## config.mk

```make
export PLATFORM = sky130hd
export DESIGN_NAME = otter_iobus_responder
export DESIGN_NICKNAME = d
export VERILOG_FILES = /design/src/rtl/otter_iobus_responder.sv
export SDC_FILE = /design/constraint.sdc
export NUM_CORES = 1
export LEC_CHECK = 0
export BUFFER_PORTS_ARGS = -buffer_cell sky130_fd_sc_hd__buf_2
export CAP_MARGIN = 25
export CORE_ASPECT_RATIO = 0.8
export CORE_MARGIN = 4
export CORE_UTILIZATION = 57
export CTS_BUF_LIST = sky130_fd_sc_hd__clkbuf_8
export CTS_CLUSTER_SIZE = 14
export DETAILED_ROUTE_END_ITERATION = 7
export PLACE_DENSITY = 0.83
export SETUP_SLACK_MARGIN = 0.15
export SLEW_MARGIN = 20
export SYNTH_ARGS = -nofsm -noshare
export SYNTH_HDL_FRONTEND = slang
export SYNTH_SLANG_ARGS = --single-unit
```

## constraint.sdc

```tcl
create_clock -name CLOCK -period 3.6 [get_ports CLOCK]
set_clock_uncertainty 0.1 [all_clocks]
set_input_delay 0.72 -clock CLOCK [delete_from_list [all_inputs] [get_ports CLOCK]]
set_output_delay 0.72 -clock CLOCK [all_outputs]
set_load 0.03 [all_outputs]
```

## src/rtl/otter_iobus_responder.sv

```systemverilog
// Memory-mapped switch/LED/seven-segment/timer peripheral for the OTTER CPU I/O bus.
// Reads are combinational; writes are applied on the strobed edge; never stalls the CPU.
`timescale 1ns/1ps
module otter_iobus_responder #(
  parameter logic [31:0] BASE_ADDR = 32'h1100_0000,
  parameter int          SW_WIDTH  = 16
) (
  input  logic                CLOCK,
  input  logic                RESET,
  input  logic [31:0]         IOBUS_ADDR,
  input  logic [31:0]         IOBUS_OUT,
  input  logic                IOBUS_WR,
  output logic [31:0]         IOBUS_IN,
  input  logic [SW_WIDTH-1:0] SWITCHES,
  output logic [SW_WIDTH-1:0] LEDS,
  output logic [SW_WIDTH-1:0] SSEG,
  output logic                TMR_IRQ
);

  localparam logic [31:0] ADDR_SW     = BASE_ADDR + 32'h00;
  localparam logic [31:0] ADDR_LEDS   = BASE_ADDR + 32'h20;
  localparam logic [31:0] ADDR_SSEG   = BASE_ADDR + 32'h40;
  localparam logic [31:0] ADDR_CTRL   = BASE_ADDR + 32'h60;
  localparam logic [31:0] ADDR_LOAD   = BASE_ADDR + 32'h64;
  localparam logic [31:0] ADDR_COUNT  = BASE_ADDR + 32'h68;
  localparam logic [31:0] ADDR_STATUS = BASE_ADDR + 32'h6C;

  typedef enum logic [1:0] {
    STOPPED = 2'd0,
    RUNNING = 2'd1,
    HALTED  = 2'd2
  } tmr_state_t;

  tmr_state_t          state;
  logic [SW_WIDTH-1:0] sw_meta;
  logic [SW_WIDTH-1:0] sw_sync;
  logic [2:0]          ctrl;
  logic [31:0]         load_reg;
  logic [31:0]         count;
  logic                exp_flag;

  logic ctrl_en, ctrl_auto, ctrl_ie;
  logic wr_leds, wr_sseg, wr_ctrl, wr_load, wr_clear;
  logic expire;

  assign ctrl_en   = ctrl[0];
  assign ctrl_auto = ctrl[1];
  assign ctrl_ie   = ctrl[2];

  assign wr_leds  = IOBUS_WR && (IOBUS_ADDR == ADDR_LEDS);
  assign wr_sseg  = IOBUS_WR && (IOBUS_ADDR == ADDR_SSEG);
  assign wr_ctrl  = IOBUS_WR && (IOBUS_ADDR == ADDR_CTRL);
  assign wr_load  = IOBUS_WR && (IOBUS_ADDR == ADDR_LOAD);
  assign wr_clear = IOBUS_WR && (IOBUS_ADDR == ADDR_STATUS) && IOBUS_OUT[0];

  // A load write pre-empts both the decrement and the expiry on that edge.
  assign expire = ctrl_en && (state == RUNNING) && !wr_load && (count == 32'd1);

  assign TMR_IRQ = exp_flag & ctrl_ie;

  always_comb begin
    IOBUS_IN = 32'd0;
    case (IOBUS_ADDR)
      ADDR_SW:     IOBUS_IN = 32'(sw_sync);
      ADDR_LEDS:   IOBUS_IN = 32'(LEDS);
      ADDR_SSEG:   IOBUS_IN = 32'(SSEG);
      ADDR_CTRL:   IOBUS_IN = {29'd0, ctrl};
      ADDR_LOAD:   IOBUS_IN = load_reg;
      ADDR_COUNT:  IOBUS_IN = count;
      ADDR_STATUS: IOBUS_IN = {31'd0, exp_flag};
      default:     IOBUS_IN = 32'd0;
    endcase
  end

  always_ff @(posedge CLOCK or negedge RESET) begin
    if (!RESET) begin
      sw_meta <= '0;
      sw_sync <= '0;
      LEDS    <= '0;
      SSEG    <= '0;
    end else begin
      sw_meta <= SWITCHES;
      sw_sync <= sw_meta;
      if (wr_leds) LEDS <= IOBUS_OUT[SW_WIDTH-1:0];
      if (wr_sseg) SSEG <= IOBUS_OUT[SW_WIDTH-1:0];
    end
  end

  always_ff @(posedge CLOCK or negedge RESET) begin
    if (!RESET) begin
      ctrl     <= 3'd0;
      load_reg <= 32'd0;
      count    <= 32'd0;
      exp_flag <= 1'b0;
      state    <= STOPPED;
    end else begin
      if (wr_ctrl) ctrl <= IOBUS_OUT[2:0];
      if (wr_load) load_reg <= IOBUS_OUT;

      // Set beats clear when both land on the same edge.
      if (expire)        exp_flag <= 1'b1;
      else if (wr_clear) exp_flag <= 1'b0;

      if (!ctrl_en) begin
        state <= STOPPED;
        if (wr_load) count <= IOBUS_OUT;
      end else if (wr_load) begin
        count <= IOBUS_OUT;
        if (IOBUS_OUT != 32'd0) state <= RUNNING;
        else if (state != STOPPED) state <= HALTED;
      end else begin
        case (state)
          STOPPED: begin
            if (count != 32'd0) state <= RUNNING;
          end
          RUNNING: begin
            if (count > 32'd1) begin
              count <= count - 32'd1;
            end else if (count == 32'd1 && ctrl_auto && load_reg != 32'd0) begin
              count <= load_reg;
            end else begin
              count <= 32'd0;
              state <= HALTED;
            end
          end
          HALTED:  state <= HALTED;
          default: state <= STOPPED;
        endcase
      end
    end
  end

endmodule

```

==> metrics, run 1 <==
WL met1 around 9 mm; metal3 WL 2.72 mm; share of cells above drive strength 1 32.1%; diode count 0; DP HPWL approximately 16 mm; Vias per Instance roughly 6.6; setup violators final 0; port bufs 147; clock transition at the registers of the reported paths 0.08 ns; largest family of logic cells by synthesized area simple AND/OR/NAND/NOR gates; drt total wl roughly 23 mm; Synth warnings 0; register area 3350 um2; Commonest cells post-synth dfrtp_1 (134), nand2_1 (129), o21ai_0 (46), clkbuf_1 (35); Starting Density approximately three fifths; combinational power share roughly 4.7%; P_leak 4.27 nW; Post-CTS Hold Buffers 0; maximum clock rate 0.290 GHz; clock latency on the worst-skew pair 0.45 ns; Slew headroom 48.6%; initial DRC count a little over 800; RSZ-0062 raised after global routing true; first-pass GRT wire length between 30 and 40 mm; # fillers 830; period utilisation layout 95.9%; final slew viol count 0; Crit Path Class input pin to primary output; most frequent cell after synthesis dfrtp_1; Pre-antenna DRT Iters 7; uppermost layer routed met4; final hold viol count 0; Synth Area in Simple Gates approximately 22%; CTS H-tree depth 4; post-synthesis cell area 7030 um2; Int Power 2.20 mW; Most used DFF post-synth dfrtp_1; Routability Congestion roughly 0.95; CP Data Required Time 2.78 ns; max-cap viol count 0; clock network fraction of total power 42.5%; dpl cell area 8000 um2; Worst Path Arrival between 2 and 3 ns; Post-DRT Antenna Nets 0; placed cell count 978; Synth top area share 47.7%; Post-synth EDFFs 0; setup tns final 0 ns; DIE AREA around 14,000 um2; status completed; Syn Nets 788; Cells after Synth 701; post-layout instance area 8670 um2; worst slew pin tran 0.772 ns; Die Height 107 um; pre-CTS setup slack 0.0186 ns; CTS sink count approximately 130; worst vdd ir 0.383 mV; power density over the cells 334 nW/um2; CTS buffer count 17; syn_area_per_cell 10.0 um2; compound-cell area share of the yosys netlist 15.6%; CP Max Fanout 7; Layout Cells excl Fill 1,019; Avg WL per Cell 22.4 um; Synth area leaders dfrtp_1 (48%), nand2_1 (6.9%), mux2_4 (4.3%); fraction of registers with async set/reset 100%; final net count 945; All-Layer GR Usage 31.5%; routed vias 6,753; CTS tree done; Hold Path Class input pin to async pin; Post-Synth Adder-Cell Area 0.712%; CP endpoint kind primary output; switch share a little under a quarter; Netlist cell types 60; minimum clock period 3.45 ns; DRC violations left 0; multiplexer share of the synthesized area just under 8%; WL met2 about 11 mm; reported net switching power 0.695 mW; Seq/Total Area, Yosys 47.7%; FF+latch count, synth 134; GR Overflow Total 0; vias in the first global route 6,617; sequential share of power roughly 53%; Rows 35; area delta synth->final 23.5%; XOR/XNOR share of the synthesized area about 2.5%; PnR worst setup slack around 0.15 ns; post-synth top area cell dfrtp_1; Multi-input gate area 3540 um2; largest net degree at the start of global routing 58; Setup crit start kind input pin; Boundary Pins 148; Root Buffer Master clkbuf_8; initial antenna violation count 0; CTS max path bufs 2; core area 11,800 um2; post-layout util 73.6%; DIE WIDTH around 130 um
-- final timing paths --
check                      slack (ns)  cells after the start                  start                       end
max                              0.15                      9          IOBUS_ADDR[4]              IOBUS_IN[11]
min                              0.24                      1                  RESET     count[31]$_DFFE_PN0P_
max reg2reg                      0.76                      6   count[8]$_DFFE_PN0P_      count[0]$_DFFE_PN0P_
min reg2reg                      0.25                      0  sw_meta[10]$_DFF_PN0_     sw_sync[10]$_DFF_PN0_
max in group asynchronous        2.30                      2                  RESET  load_reg[18]$_DFFE_PN0P_
min in group CLOCK               0.25                      0  sw_meta[10]$_DFF_PN0_     sw_sync[10]$_DFF_PN0_
-- per-layer routing --
| layer | vias up | GRT usage, % |
|---|---|---|
| li1 | 2923 | - |
| met1 | 3288 | 42.3 |
| met2 | 464 | 48.8 |
| met3 | 78 | 9.53 |
| met4 | 0 | 11.1 |
| met5 | - | 0 |
-- power groups by stage --
| stage | sequential [mW] | clock (mW) | combinational (mW) |
|---|---|---|---|
| after floorplan | 1.56 | 0 | 0.0192 |
| after global placement | 1.56 | 0 | 0.120 |
| after detailed placement | 1.56 | 0 | 0.124 |
| after CTS | 1.53 | 1.24 | 0.128 |
| after global routing | 1.53 | 1.32 | 0.149 |
| final | 1.53 | 1.23 | 0.136 |
-- placed cells by master (no fill, tap or decap), drive strengths merged, types with 5 or more instances in the layout --
| master | netlist | routed |
|---|---|---|
| and2 | 6 | 6 |
| nor3 | 30 | 30 |
| a221oi | 12 | 12 |
| a22oi | 18 | 18 |
| o21ai | 47 | 47 |
| or4 | 6 | 6 |
| clkbuf | 35 | 19 |
| nor3b | 5 | 5 |
| a21oi | 17 | 17 |
| nand4 | 14 | 14 |
| a222oi | 13 | 13 |
| mux2 | 37 | 37 |
| a211oi | 7 | 7 |
| dfrtp | 134 | 134 |
| and4 | 5 | 5 |
| or3 | 5 | 5 |
| nand2 | 131 | 131 |
| clkinv | 0 | 6 |
| xor2 | 14 | 14 |
| nand3 | 11 | 11 |
| nor4 | 36 | 36 |
| inv | 7 | 11 |
| buf | 12 | 184 |
| xnor2 | 6 | 6 |
| o211ai | 5 | 5 |
| nor2 | 26 | 26 |
| a22o | 16 | 16 |
-- kinds of logic after synthesis --
kind of cell | Yosys count
AND/OR/NAND/NOR | 291
AO/OA/AOI/OAI | 157
flip-flops | 134
buffers and inverters | 54
multiplexers | 41
XOR/XNOR | 20
adder cells (fa/ha/maj) | 4
-- critical path: stages --
cell	delay, ns
buf_2	0.11
nor4b_4	0.32
nand4_4	0.13
or3_4	0.42
nor3_4	0.33
buf_6	0.21
a222oi_1	0.11
nand2_1	0.12
buf_6	0.15
-- repair_timing --
item | in CTS | in global routing
resized for setup | 16 | 57
setup endpoints to repair | 29 | 31
pin swaps | 0 | 19
buffers inserted | 0 | 6
gates cloned | 2 | 1
hold endpoints to repair | 0 | 0
-- final cells by class --
class | instances | share of cell area [%]
sequential | 134 | 38.7
clock inverter | 14 | 1.57
timing repair buffer | 185 | 13.6
tap | 148 | 2.14
multi-input combinational | 513 | 40.9
clock buffer | 18 | 2.86
inverter | 7 | 0.303
-- through the flow --
stage	total power [mW]	hold WS [ns]
2_1_floorplan	1.57	0.231
3_5_place_dp	1.68	0.235
4_1_cts	2.90	0.252
3_3_place_gp	1.68	0.232
6_report	2.90	0.239
5_1_grt	3.00	0.241
(Power assumes the default switching activity.)
==> run 2: changes to the inputs <==
Settings changed: PLACE_DENSITY 0.83 to not set, PLACE_DENSITY_LB_ADDON set to 0.15.
==> run 2 against run 1 <==
Against the previous run:
- cell count rose by 0.20%
- first-iteration DRC count rose by 7.2%
- final area fell by 0.29%
- power rose by 1.3%
- critical endpoint is now IOBUS_IN[1]
- sequential share of layout area rose by 0.11 points
- highest routed layer unchanged
==> metrics, run 2 (same netlist as run 1, synthesis figures left out) <==
worst slew pin tran 0.792 ns; Starting Density 59.6%; Hold Path Class input pin to async pin; Crit. Startpoint IOBUS_ADDR[22]; clock transition at the registers of the reported paths 0.09 ns; Slew headroom 47.2%; commonest cells after routing, fill and taps aside dfrtp_1 (134), buf_2 (130), nand2_1 (128); minimum clock period between 3 and 4 ns; Root Buffer Master clkbuf_8; setup violators final 0; Die Height 107 um; placed cell count ~980; vias in the first global route 6,695; Routability Congestion 0.931; final hold viol count 0; CTS sink count roughly 130; Worst Path Arrival about 2.6 ns; Int Power around 2.2 mW; largest net degree at the start of global routing 63; switch share approximately 25%; CP Max Fanout 14; port bufs around 150; routed vias 6,711; CTS buffer count 17; core area 11,800 um2; Hold Slack 0.229 ns; CP Data Required Time about 2.8 ns; Pre-antenna DRT Iters 7; initial DRC count 881; CTS H-tree depth 4; first-pass GRT wire length 35.1 mm; Layout Cells excl Fill 1,021; final slew viol count 0; slowest stage cell, crit path nor4_4; Crit Path Class input pin to primary output; period utilisation layout 95.9%; Boundary Pins 148; Post-DRT Antenna Nets 0; setup tns final 0 ns; final net count 947; most common cell after layout, fill and taps aside dfrtp_1; share of cells above drive strength 1 32.4%; All-Layer GR Usage 31.2%; # fillers roughly 840; maximum clock rate 0.290 GHz; largest stage delay on the critical path 0.33 ns; Rows 35; initial antenna violation count 0; power density over the cells 339 nW/um2; Setup crit start kind input pin; RSZ-0062 raised after global routing true; most numerous cell on the critical path buf_6; CTS max path bufs 2; DIE AREA 14,200 um2; P_leak 4.27 nW; max-cap viol count 0; clock latency on the worst-skew pair approximately 0.45 ns; reported net switching power 0.722 mW; Vias per Instance about 6.6; area delta synth->final 23.1%; Critical R2R Launch count[0]$_DFFE_PN0P_; clock network fraction of total power between 40% and 50%; DIE WIDTH roughly 130 um; CTS tree done; DP HPWL 15.5 mm; sequential share of power between 50% and 60%; DRC violations left 0; status completed; CP endpoint kind primary output; GR Overflow Total 0; worst vdd ir 0.239 mV; combinational power share 4.6%; diode count 0; drt total wl 22.4 mm; critical path, cell by cell buf_6 -> nor4_4 -> buf_4 -> nand4_1 -> nor2_2 -> and3b_1 -> buf_6 -> a221o_1 -> clkbuf_4; Avg WL per Cell 21.9 um
run 2: changes by cell type in the layout (fill, tap and decap cells not counted), sizes merged:
cell / delta
buf: +1
clkbuf: +1
inv: +2
clkinv: -2
run 2: timing repair:
item | 4_1_cts | 5_1_grt
setup endpoints to repair | 31 | 31
pin swaps | 1 | 17
hold buffers | 0 | 0
resized for setup | 5 | 58
gates cloned | 1 | 2
setup buffers | 0 | 4
run 2: cell type report:
class                   instances  area (um2)  share of cell area (%)
well taps                     148         185                    2.14
clock buffers                  18         248                    2.86
flip-flops and latches        134        3350                    38.8
clock inverters                14         146                    1.69
multi-input cells             513        3550                    41.1
inverters                       7        26.3                   0.304
repair buffers                187        1140                    13.2
run 2: through the flow:
stage               total power, mW  setup WS (ns)  cell area [um2]  utilization, %
floorplan                      1.57          0.184             7030               -
global placement               1.68          0.177             8010            68.0
detailed placement             1.68         0.0890             8010            68.0
CTS                            2.93          0.150             8430            71.6
global route                   3.03         0.0932             8650            73.4
finish                         2.93          0.149             8650            73.4
run 2: worst paths after layout:
path	end	slack [ns]	cells after the start
worst max-delay path	IOBUS_IN[1]	0.15	9
worst min-delay path	LEDS[2]$_DFFE_PN0P_	0.23	1
worst max register to register	state[1]$_DFFE_PN0P_	0.85	9
worst min register to register	sw_sync[3]$_DFF_PN0_	0.24	0
max in group asynchronous	load_reg[3]$_DFFE_PN0P_	2.24	2
min in group CLOCK	sw_sync[3]$_DFF_PN0_	0.24	0
run 2: layer usage:
layer  global-route usage (%)  wire length, um  vias to the layer above
li1                         -                -                     2934
met5                        0                0                        -
met1                     43.3             9210                     3288
met3                     7.71             2450                       56
met4                     9.67              474                        0
met2                     48.7            10200                      433
run 2: worst max-delay path, delay by kind of cell:
kind	cells	cell delay (ns)
AND/OR/NAND/NOR	4	1.02
buffers and inverters	4	0.67
AO/OA/AOI/OAI	1	0.21
run 2: power groups by stage:
stage	Clock, mW	Combinational [mW]	Sequential (mW)
3_5_place_dp	0	0.123	1.56
5_1_grt	1.35	0.146	1.53
3_3_place_gp	0	0.120	1.56
4_1_cts	1.28	0.125	1.53
2_1_floorplan	0	0.0192	1.56
6_report	1.27	0.134	1.53
==> run 3: changes to the inputs <==
Settings changed: CORE_UTILIZATION 57 to 55, MAX_ROUTING_LAYER set to met4.
==> run 3 against run 2 <==
Against the previous run:
- die area is 3.4% higher
- clock-buffer cell count fell by 1
- sequential cell count unchanged
- sequential share of layout area fell by 0.33 points
- cell count rose by 2.3%
- worst hold slack got worse by 0.040 ns
- core utilization down 2.7 points
- critical endpoint is now IOBUS_IN[14]
- first-iteration DRC count fell by 17%
==> metrics, run 3 (same netlist as run 1, synthesis figures left out) <==
status completed; Pre-antenna DRT Iters 6; Multi-input gate area 3540 um2; Vias per Instance 6.32; CP Max Fanout 6; area delta synth->final 24.1%; CTS H-tree depth 4; largest stage delay on the critical path about 0.45 ns; worst slew pin tran 0.802 ns; Crit Path Class input pin to primary output; CP delay by family, top simple AND/OR/NAND/NOR gates; Hold Path Class input pin to async pin; commonest cells after routing, fill and taps aside dfrtp_1 (134), nand2_1 (128), buf_2 (127); Layout Cells excl Fill between 1,000 and 1,500; first-pass GRT wire length between 30 and 40 mm; Critical R2R Launch load_reg[20]$_DFFE_PN0P_; routed vias approximately 6,600; Die Height 109 um; initial antenna violation count 1; Setup crit start kind input pin; P_leak 4.26 nW; CTS buffer count 17; setup tns final 0 ns; Root Buffer Master clkbuf_8; maximum clock rate 0.295 GHz; Post-DRT Antenna Nets 0; All-Layer GR Usage about a third; CTS sink count 134; placed cell count 999; final net count approximately 950; CP endpoint kind primary output; initial DRC count 732; Buf+Inv Stages, Crit Path 3; drt total wl 22.4 mm; DIE AREA 14,700 um2; CP Data Required Time 2.78 ns; RSZ-0062 raised after global routing true; worst r2r dst count[26]$_DFFE_PN0P_; final hold viol count 0; power density over the cells 338 nW/um2; DIE WIDTH 134 um; Pwr Total 2.95 mW; Worst Path Arrival 2.57 ns; Post-CTS Hold Buffers 0; R2R cell count 7; final slew viol count 0; worst vdd ir 0.333 mV; largest net degree at the start of global routing just under 80; CTS tree done; port bufs 147; most common cell after layout, fill and taps aside dfrtp_1; DRC violations left 0; clock latency on the worst-skew pair 0.47 ns; vias in the first global route 6,557; Routability Congestion 0.930; R2R setup slack 0.85 ns; Starting Density 56.9%; # fillers roughly 940; post-layout util 70.7%; slowest stage cell, crit path or3_4; setup violators final 0; clock transition at the registers of the reported paths approximately 0.08 ns; critical path, cell by cell buf_2 -> nor4_4 -> nand2_2 -> or3_4 -> nor3b_4 -> buf_4 -> a222oi_1 -> nand2_1 -> clkbuf_4; Slew headroom 46.6%; CTS max path bufs 2; DP HPWL 15.3 mm; minimum clock period 3.39 ns; max-cap viol count 0; period utilisation layout 94.2%; Avg WL per Cell 21.4 um; GR Overflow Total 0; share of cells above drive strength 1 32.5%; Worst path depth 9; core area 12,300 um2; Boundary Pins 148; Rows 36; Hold Slack 0.189 ns; register area between 3000 and 4000 um2
run 3: cell count changes in the layout (fill, tap and decap cells not counted), moves of 2 or more:
cell / before / now
buf_4: 39 / 36
clkinvlp_4: 2 / 5
clkinv_2: 3 / 1
buf_12: 0 / 2
buf_2: 130 / 127
run 3: how the worst max path moves through the flow:
stage	from	endpoint	slack, ns
detailed placement	IOBUS_ADDR[13]	IOBUS_IN[11]	0.05
global placement	IOBUS_ADDR[14]	IOBUS_IN[8]	0.15
floorplan	IOBUS_ADDR[14]	IOBUS_IN[12]	0.18
finish	IOBUS_ADDR[14]	IOBUS_IN[14]	0.21
global route	IOBUS_ADDR[0]	IOBUS_IN[3]	0.10
CTS	IOBUS_ADDR[13]	IOBUS_IN[12]	0.16
run 3: report_power, final:
part | leakage (nW) | switching, mW | internal, mW
sequential | 1.76 | 0.00579 | 1.52
combinational | 2.31 | 0.0805 | 0.0520
clock | 0.188 | 0.662 | 0.628
total | 4.26 | 0.749 | 2.20
run 3: cell type report:
class / instances / area share (%)
Inverter: 7 / 0.301
Multi-Input combinational cell: 513 / 40.6
Timing Repair Buffer: 186 / 13.6
Tap cell: 171 / 2.45
Sequential cell: 134 / 38.4
Antenna cell: 1 / 0.0287
Clock inverter: 15 / 1.91
Clock buffer: 17 / 2.68
run 3: per-layer routing:
layer  up-vias  global-route usage (%)  wire length (um)
met5         -                       -                 0
met4         0                    9.38               306
met3        33                    9.04              2230
met2       354                    48.1             10300
met1      3282                    42.9              9540
li1       2926                       -                 -
run 3: repair_timing:
action                                  4_1_cts  5_1_grt
pin swaps                                     1       18
resized for setup                            15       54
cloned                                        2        2
hold endpoints to repair                      0        0
setup buffers                                 0        8
endpoints found under the setup margin       16       31
run 3: through the flow:
step | instance area [um2] | setup slack [ns]
2_1_floorplan | 7030 | 0.184
3_3_place_gp | 8020 | 0.145
3_5_place_dp | 8020 | 0.0470
4_1_cts | 8480 | 0.156
5_1_grt | 8720 | 0.100
6_report | 8720 | 0.208
